**config.mk**
```make
export PLATFORM = sky130hd
export DESIGN_NAME = memory_stage_flat
export DESIGN_NICKNAME = d
export VERILOG_FILES = /design/src/rtl/memory_stage_if.sv /design/src/rtl/memory_stage.sv /design/src/flat_wrapper.sv
export SDC_FILE = /design/constraint.sdc
export NUM_CORES = 1
export LEC_CHECK = 0
export BUFFER_PORTS_ARGS = -buffer_cell sky130_fd_sc_hd__buf_4
export CORE_MARGIN = 3
export CORE_UTILIZATION = 47
export DETAILED_ROUTE_END_ITERATION = 7
export HOLD_SLACK_MARGIN = 0.05
export PLACE_DENSITY = 0.76
export SLEW_MARGIN = 15
export SYNTH_ARGS = -nofsm -noshare
export SYNTH_HDL_FRONTEND = slang
export SYNTH_SLANG_ARGS = --single-unit
```
**constraint.sdc**
```tcl
create_clock -name clk -period 1.8 [get_ports clk]
set_input_delay 0.09 -clock clk [delete_from_list [all_inputs] [get_ports clk]]
set_output_delay 0.09 -clock clk [all_outputs]
set_load 0.02 [all_outputs]
```
**src/rtl/memory_stage_if.sv**
```systemverilog
// Data-memory request/acknowledge port used by the memory stage.
// master = the pipeline stage issuing accesses, slave = the memory.
interface memory_stage_if;
  logic        DmemReq;
  logic        DmemWe;
  logic [31:0] DmemAddr;
  logic [31:0] DmemWdata;
  logic [3:0]  DmemBe;
  logic        DmemAck;
  logic [31:0] DmemRdata;

  modport master (
    output DmemReq, DmemWe, DmemAddr, DmemWdata, DmemBe,
    input  DmemAck, DmemRdata
  );

  modport slave (
    input  DmemReq, DmemWe, DmemAddr, DmemWdata, DmemBe,
    output DmemAck, DmemRdata
  );
endinterface

```
**src/rtl/memory_stage.sv**
```systemverilog
// Pipeline memory stage with MEM/WB register: issues loads/stores over a
// req/ack data-memory port and stalls earlier stages while an access is outstanding.
module memory_stage #(
  parameter int ACK_TIMEOUT = 16
) (
  input  logic                  clk,
  input  logic                  rst,
  input  logic                  RegWriteM,
  input  logic                  ResultSrcM,
  input  logic                  MemWriteM,
  input  logic [31:0]           ALUResultM,
  input  logic [31:0]           WriteDataM,
  input  logic [4:0]            RdM,
  input  logic                  MemTypeM,
  memory_stage_if.master        dmem,
  output logic                  StallM,
  output logic                  RegWriteW,
  output logic [4:0]            RdW,
  output logic [31:0]           ResultW,
  output logic                  MemErr
);

  typedef enum logic [1:0] {IDLE, REQ, DONE} state_t;

  state_t      state;
  logic [7:0]  timeout_cnt;
  logic        byte_q;
  logic [1:0]  lane_q;
  logic [31:0] read_data_q;
  logic [31:0] alu_result_w;
  logic [31:0] read_data_w;
  logic        result_src_w;
  logic        mem_op;

  // Byte loads pick the addressed lane and zero-extend it.
  function automatic logic [31:0] format_load(input logic [31:0] raw,
                                              input logic        is_byte,
                                              input logic [1:0]  lane);
    logic [31:0] shifted;
    shifted = raw >> {lane, 3'b000};
    return is_byte ? {24'b0, shifted[7:0]} : raw;
  endfunction

  assign mem_op  = MemWriteM | ResultSrcM;
  assign StallM  = ((state == IDLE) && mem_op) || (state == REQ);
  assign ResultW = result_src_w ? read_data_w : alu_result_w;

  always_ff @(posedge clk) begin
    if (rst) begin
      state          <= IDLE;
      dmem.DmemReq   <= 1'b0;
      dmem.DmemWe    <= 1'b0;
      dmem.DmemAddr  <= '0;
      dmem.DmemWdata <= '0;
      dmem.DmemBe    <= '0;
      timeout_cnt    <= '0;
      byte_q         <= 1'b0;
      lane_q         <= '0;
      read_data_q    <= '0;
      RegWriteW      <= 1'b0;
      RdW            <= '0;
      alu_result_w   <= '0;
      read_data_w    <= '0;
      result_src_w   <= 1'b0;
      MemErr         <= 1'b0;
    end else begin
      case (state)
        IDLE: begin
          if (mem_op) begin
            state          <= REQ;
            dmem.DmemReq   <= 1'b1;
            dmem.DmemWe    <= MemWriteM;
            dmem.DmemAddr  <= {ALUResultM[31:2], 2'b00};
            dmem.DmemBe    <= MemTypeM ? (4'b0001 << ALUResultM[1:0]) : 4'b1111;
            dmem.DmemWdata <= MemTypeM ? {4{WriteDataM[7:0]}} : WriteDataM;
            byte_q         <= MemTypeM;
            lane_q         <= ALUResultM[1:0];
            timeout_cnt    <= '0;
            RegWriteW      <= 1'b0;
          end else begin
            RegWriteW    <= RegWriteM;
            RdW          <= RdM;
            alu_result_w <= ALUResultM;
            result_src_w <= ResultSrcM;
          end
        end

        REQ: begin
          RegWriteW <= 1'b0;
          if (dmem.DmemAck) begin
            read_data_q  <= format_load(dmem.DmemRdata, byte_q, lane_q);
            dmem.DmemReq <= 1'b0;
            state        <= DONE;
          end else if (timeout_cnt == 8'(ACK_TIMEOUT - 1)) begin
            // Abandoned access: flag it and write back zero.
            MemErr       <= 1'b1;
            read_data_q  <= '0;
            dmem.DmemReq <= 1'b0;
            state        <= DONE;
          end else begin
            timeout_cnt <= timeout_cnt + 8'd1;
          end
        end

        DONE: begin
          state        <= IDLE;
          RegWriteW    <= RegWriteM & ~MemWriteM;
          RdW          <= RdM;
          alu_result_w <= ALUResultM;
          result_src_w <= ResultSrcM & ~MemWriteM;
          read_data_w  <= read_data_q;
        end

        default: state <= IDLE;
      endcase
    end
  end

endmodule

```
**src/flat_wrapper.sv**
```systemverilog
// flat-port wrapper written by rule: the top's interface ports become plain ports
module memory_stage_flat 
#(
  parameter int ACK_TIMEOUT = 16
)
  (clk, rst, RegWriteM, ResultSrcM, MemWriteM, ALUResultM, WriteDataM, RdM, MemTypeM, StallM, RegWriteW, RdW, ResultW, MemErr, dmem_DmemReq, dmem_DmemWe, dmem_DmemAddr, dmem_DmemWdata, dmem_DmemBe, dmem_DmemAck, dmem_DmemRdata);
  memory_stage_if dmem_i ();
  input  logic clk;
  input  logic rst;
  input  logic RegWriteM;
  input  logic ResultSrcM;
  input  logic MemWriteM;
  input  logic [31:0] ALUResultM;
  input  logic [31:0] WriteDataM;
  input  logic [4:0] RdM;
  input  logic MemTypeM;
  output logic StallM;
  output logic RegWriteW;
  output logic [4:0] RdW;
  output logic [31:0] ResultW;
  output logic MemErr;
  output wire logic [$bits(dmem_i.DmemReq)-1:0] dmem_DmemReq;
  output wire logic [$bits(dmem_i.DmemWe)-1:0] dmem_DmemWe;
  output wire logic [$bits(dmem_i.DmemAddr)-1:0] dmem_DmemAddr;
  output wire logic [$bits(dmem_i.DmemWdata)-1:0] dmem_DmemWdata;
  output wire logic [$bits(dmem_i.DmemBe)-1:0] dmem_DmemBe;
  input wire logic [$bits(dmem_i.DmemAck)-1:0] dmem_DmemAck;
  input wire logic [$bits(dmem_i.DmemRdata)-1:0] dmem_DmemRdata;
  assign dmem_DmemReq = dmem_i.DmemReq;
  assign dmem_DmemWe = dmem_i.DmemWe;
  assign dmem_DmemAddr = dmem_i.DmemAddr;
  assign dmem_DmemWdata = dmem_i.DmemWdata;
  assign dmem_DmemBe = dmem_i.DmemBe;
  assign dmem_i.DmemAck = dmem_DmemAck;
  assign dmem_i.DmemRdata = dmem_DmemRdata;
  memory_stage #(.ACK_TIMEOUT(ACK_TIMEOUT)) u_core (.clk(clk), .rst(rst), .RegWriteM(RegWriteM), .ResultSrcM(ResultSrcM), .MemWriteM(MemWriteM), .ALUResultM(ALUResultM), .WriteDataM(WriteDataM), .RdM(RdM), .MemTypeM(MemTypeM), .dmem(dmem_i), .StallM(StallM), .RegWriteW(RegWriteW), .RdW(RdW), .ResultW(ResultW), .MemErr(MemErr));
endmodule
```
==> summary.txt <==
Clock network
  – CTS tree: built
  – CTS clock-pin slew for the worst setup and hold paths: ~0.070 ns
  – Clk Latency, worst-skew pair: 0.44 ns
  – CTS Buf Count: 17
  – Clock tree buffer depth: 2
  – Clk sinks: about 190
  – Clk root buf: clkbuf_16
  – Number of H-tree levels: 4

Place
  – Final HPWL DP: roughly 15 mm
  – Dpl cells: 1214
  – Area after DPL: 0.00940 mm2
  – Setup Slack @ Placement: roughly 0.036 ns
  – Routability congestion estimate: roughly 0.83
  – Port-buffer cells: between 200 and 250

Detailed routing
  – Avg Vias per Cell: 5.40
  – DR iter-0 viols: approximately 440
  – Routed WL per cell: ~18 um
  – DRC viols: 0
  – Remaining antenna violation count: 0
  – First-pass DRT Iterations: 5
  – Total wire length: around 25 mm
  – Via Count: approximately 7300

Global routing
  – Overflow after GRT: 0
  – First-pass GRT wire length: about 38 mm
  – Initial antenna violation count: 0
  – GR Util All Layers: 0.268
  – Largest net degree at the start of global routing: 85
  – Number of global-route vias before repair: 7259

Run status
  – Status: finished, final reports clean

Die
  – IO Pins: around 220
  – Core area: around 0.015 mm2
  – Die Ht: 132 um
  – Initial Util: 0.486
  – Die area: roughly 0.017 mm2
  – Die X: between 100 and 150 um
  – Num rows: 45

Finish
  – Area grow syn2layout: 50.2%
  – Post-Route Utilization: 0.730
  – Commonest non-fill, non-tap cell in the layout: buf_4
  – Finished Layout Cells: about 1400
  – Design Area, Final: 0.0112 mm2
  – # diodes: 0
  – Fraction of layout cells with a size suffix above 1: 0.298
  – Nets: between 1000 and 1500
  – Most frequent cells in the layout: buf_4 (230), dfxtp_1 (183), nand2_1 (171), dlygate4sd3_1 (96), a21oi_1 (94)

Synth
  – Gate Count Post-Synth: 826
  – Synth Warn #: 0
  – Netlist Area Pre-Place: between 0.007 and 0.008 mm2
  – Mean Syn Cell Area: ~9.0 um2
  – Synth unique cells: between 40 and 50
  – Yosys reg bits: 185
  – Async SR Flop Fraction: 0
  – Sequential area share after synthesis: 0.496
  – Main synth FF type: dfxtp_1
  – EDFF count, synth: 0

STA
  – Clk_skew: roughly 0.013 ns
  – Final setup fails: 0
  – Fin crit share: 0.993
  – Final Max Tran Viols: 0
  – Tmin final: about 1.8 ns
  – FMAX: 559 MHz
  – Final worst slack: between 0.01 and 0.015 ns
  – Final hold viol count: 0

Pwr
  – P_sw: between 4 and 5 mW
  – Switch share: 0.328
  – Clock power frac: 0.309
  – Pleak: roughly 4.9 nW
  – Peak VDD IR: between 0.8 and 0.9 mV
  – PD cells: 1110 mW/mm2
  – P_int: about 8.4 mW
  – Logic pwr share: 0.303
  – Flop pwr share: 0.388

Critical path
  – Register-to-register setup slack: about 0.013 ns
  – CP Cell Sequence: inv_1, ha_2, nor3b_2, buf_6, nor2b_4, buf_12, buf_8, nor2_1, a211oi_1
  – CP Buf/Inv Count: 4
  – WS Path Type: reg -> reg
  – Critical Path Fanout Max: 20
  – Worst R2R Start: u_core.state[0]$_SDFFE_PP0P_
  – Worst Path Arrival: 2.11 ns
  – Cell family with most CP delay: buffers and inverters
  – Reg2Reg Depth: 9
  – Critical Path Start Type: flip-flop
  – CP Capture Type: flip-flop
  – CP required: approximately 2.1 ns
  – Worst r2r dst: u_core.dmem.DmemWdata[13]$_SDFFE_PP0P_
  – Slowest Stage Delay on Critical Path: around 0.33 ns
  – Slowest CP cell: dfxtp_2

Flow run
  – Max-cap violations: 0

Worst hold path
  – Hold endpoint: u_core.read_data_q[7]$_SDFFE_PP0P_
  – WHS Path Cells: 4
  – Class of the worst hold path: in -> reg
  – Hold Path Origin: dmem_DmemRdata[7]
state kept, by name, indices dropped and copies added, names as in the netlist, 2 cells and up:
signal,count
u_core.read_data_q,32
u_core.dmem.DmemWdata,32
u_core.alu_result_w,32
u_core.dmem.DmemAddr,30
u_core.timeout_cnt,8
u_core.RdW,5
u_core.read_data_w,32
u_core.dmem.DmemBe,4
u_core.lane_q,2
u_core.state,2
logic make-up (layout without fill, tap and decap cells):
family,Yosys count,after routing,synth area share
AND/OR/NAND/NOR,272,272,0.151
AO/OA/AOI/OAI,193,193,0.164
flip-flops,185,185,0.496
multiplexers,99,99,0.138
buffers and inverters,70,382,0.0405
adder cells (fa/ha/maj),6,6,0.0101
other,1,2,0.000502
final cells by class:
| class | count | area, um2 |
|---|---|---|
| Clock buffer | 17 | 425 |
| Clock inverter | 15 | 184 |
| Fill cell | 1054 | 4150 |
| Inverter | 4 | 15.0 |
| Multi-Input combinational cell | 572 | 3550 |
| Sequential cell | 185 | 3710 |
| Tap cell | 211 | 264 |
| Timing Repair Buffer | 346 | 3070 |
Yosys cell counts (all sizes together), types with 2 or more instances:
master     n  share of area
nor3b      2         0.0027
o2bb2ai    8         0.0094
a22o      24          0.028
nor4       2         0.0037
nor2b      4         0.0034
a311oi     4         0.0047
nor2      70          0.036
clkbuf    35          0.018
ha         6          0.010
or2        2         0.0017
dfxtp    185           0.50
a21oi     95          0.064
nand2    171          0.086
a211oi    24          0.024
nand3      6         0.0040
o31ai      2         0.0020
inv        4         0.0020
mux2i     67          0.090
nand4b     2         0.0023
or4        2         0.0020
a31oi      5         0.0042
mux2      32          0.048
o211a      2         0.0027
nand4      2         0.0017
o21ai     16          0.011
a21o       8         0.0080
buf       31          0.021
nor3       3         0.0020
nand2b     3         0.0025
power groups by stage:
stage	clock, mW	sequential (mW)	combinational [mW]
floorplan	0	5.20	1.44
global placement	0	4.89	3.08
detailed placement	0	4.90	3.12
CTS	3.91	4.81	3.43
global route	4.08	4.88	4.01
finish	3.85	4.84	3.78
worst min-delay path, delay by kind of cell:
| kind | cells | cell delay [ns] |
|---|---|---|
| compound gates | 3 | 0.32 |
| buf+inv | 1 | 0.08 |
how the worst max path moves through the flow:
stage,slack (ns),to,cells after the start,startpoint
after floorplan,0.01,u_core.timeout_cnt[0]$_SDFFE_PP0P_,7,u_core.state[0]$_SDFFE_PP0P_
after global placement,0.08,u_core.timeout_cnt[0]$_SDFFE_PP0P_,7,u_core.state[1]$_SDFFE_PP0P_
after detailed placement,0.04,u_core.timeout_cnt[0]$_SDFFE_PP0P_,7,u_core.state[1]$_SDFFE_PP0P_
after CTS,0.01,u_core.timeout_cnt[0]$_SDFFE_PP0P_,7,u_core.state[1]$_SDFFE_PP0P_
after global routing,-0.05,u_core.dmem.DmemWdata[22]$_SDFFE_PP0P_,9,u_core.state[0]$_SDFFE_PP0P_
final,0.01,u_core.dmem.DmemWdata[13]$_SDFFE_PP0P_,9,u_core.state[0]$_SDFFE_PP0P_
per-stage QoR:
step,power (mW),hold WS [ns],setup TNS [ns]
after global placement,7.97,0.317,0
after detailed placement,8.01,0.320,0
after global routing,13.0,0.0790,-0.0955
after CTS,12.2,0.0544,0
final,12.5,0.0742,0
after floorplan,6.64,0.223,0
what timing repair did:
item | 4_1_cts | 5_1_grt
buffers inserted | 1 | 2
cloned | 2 | 3
setup endpoints to repair | 1 | 60
resized for setup | 2 | 20
hold buffers | 96 | 0
endpoints found under the hold margin | 133 | 0
pin swaps | 0 | 1
metal layers:
metal / global-route usage / vias to the layer above / part of all wire
met5: 0 / - / 0
met4: 0.0951 / 0 / 0.031
met3: 0.0676 / 60 / 0.069
met2: 0.480 / 301 / 0.52
met1: 0.311 / 3470 / 0.38
li1: - / 3458 / -
Note: power is estimated with default switching activity, not from simulation.
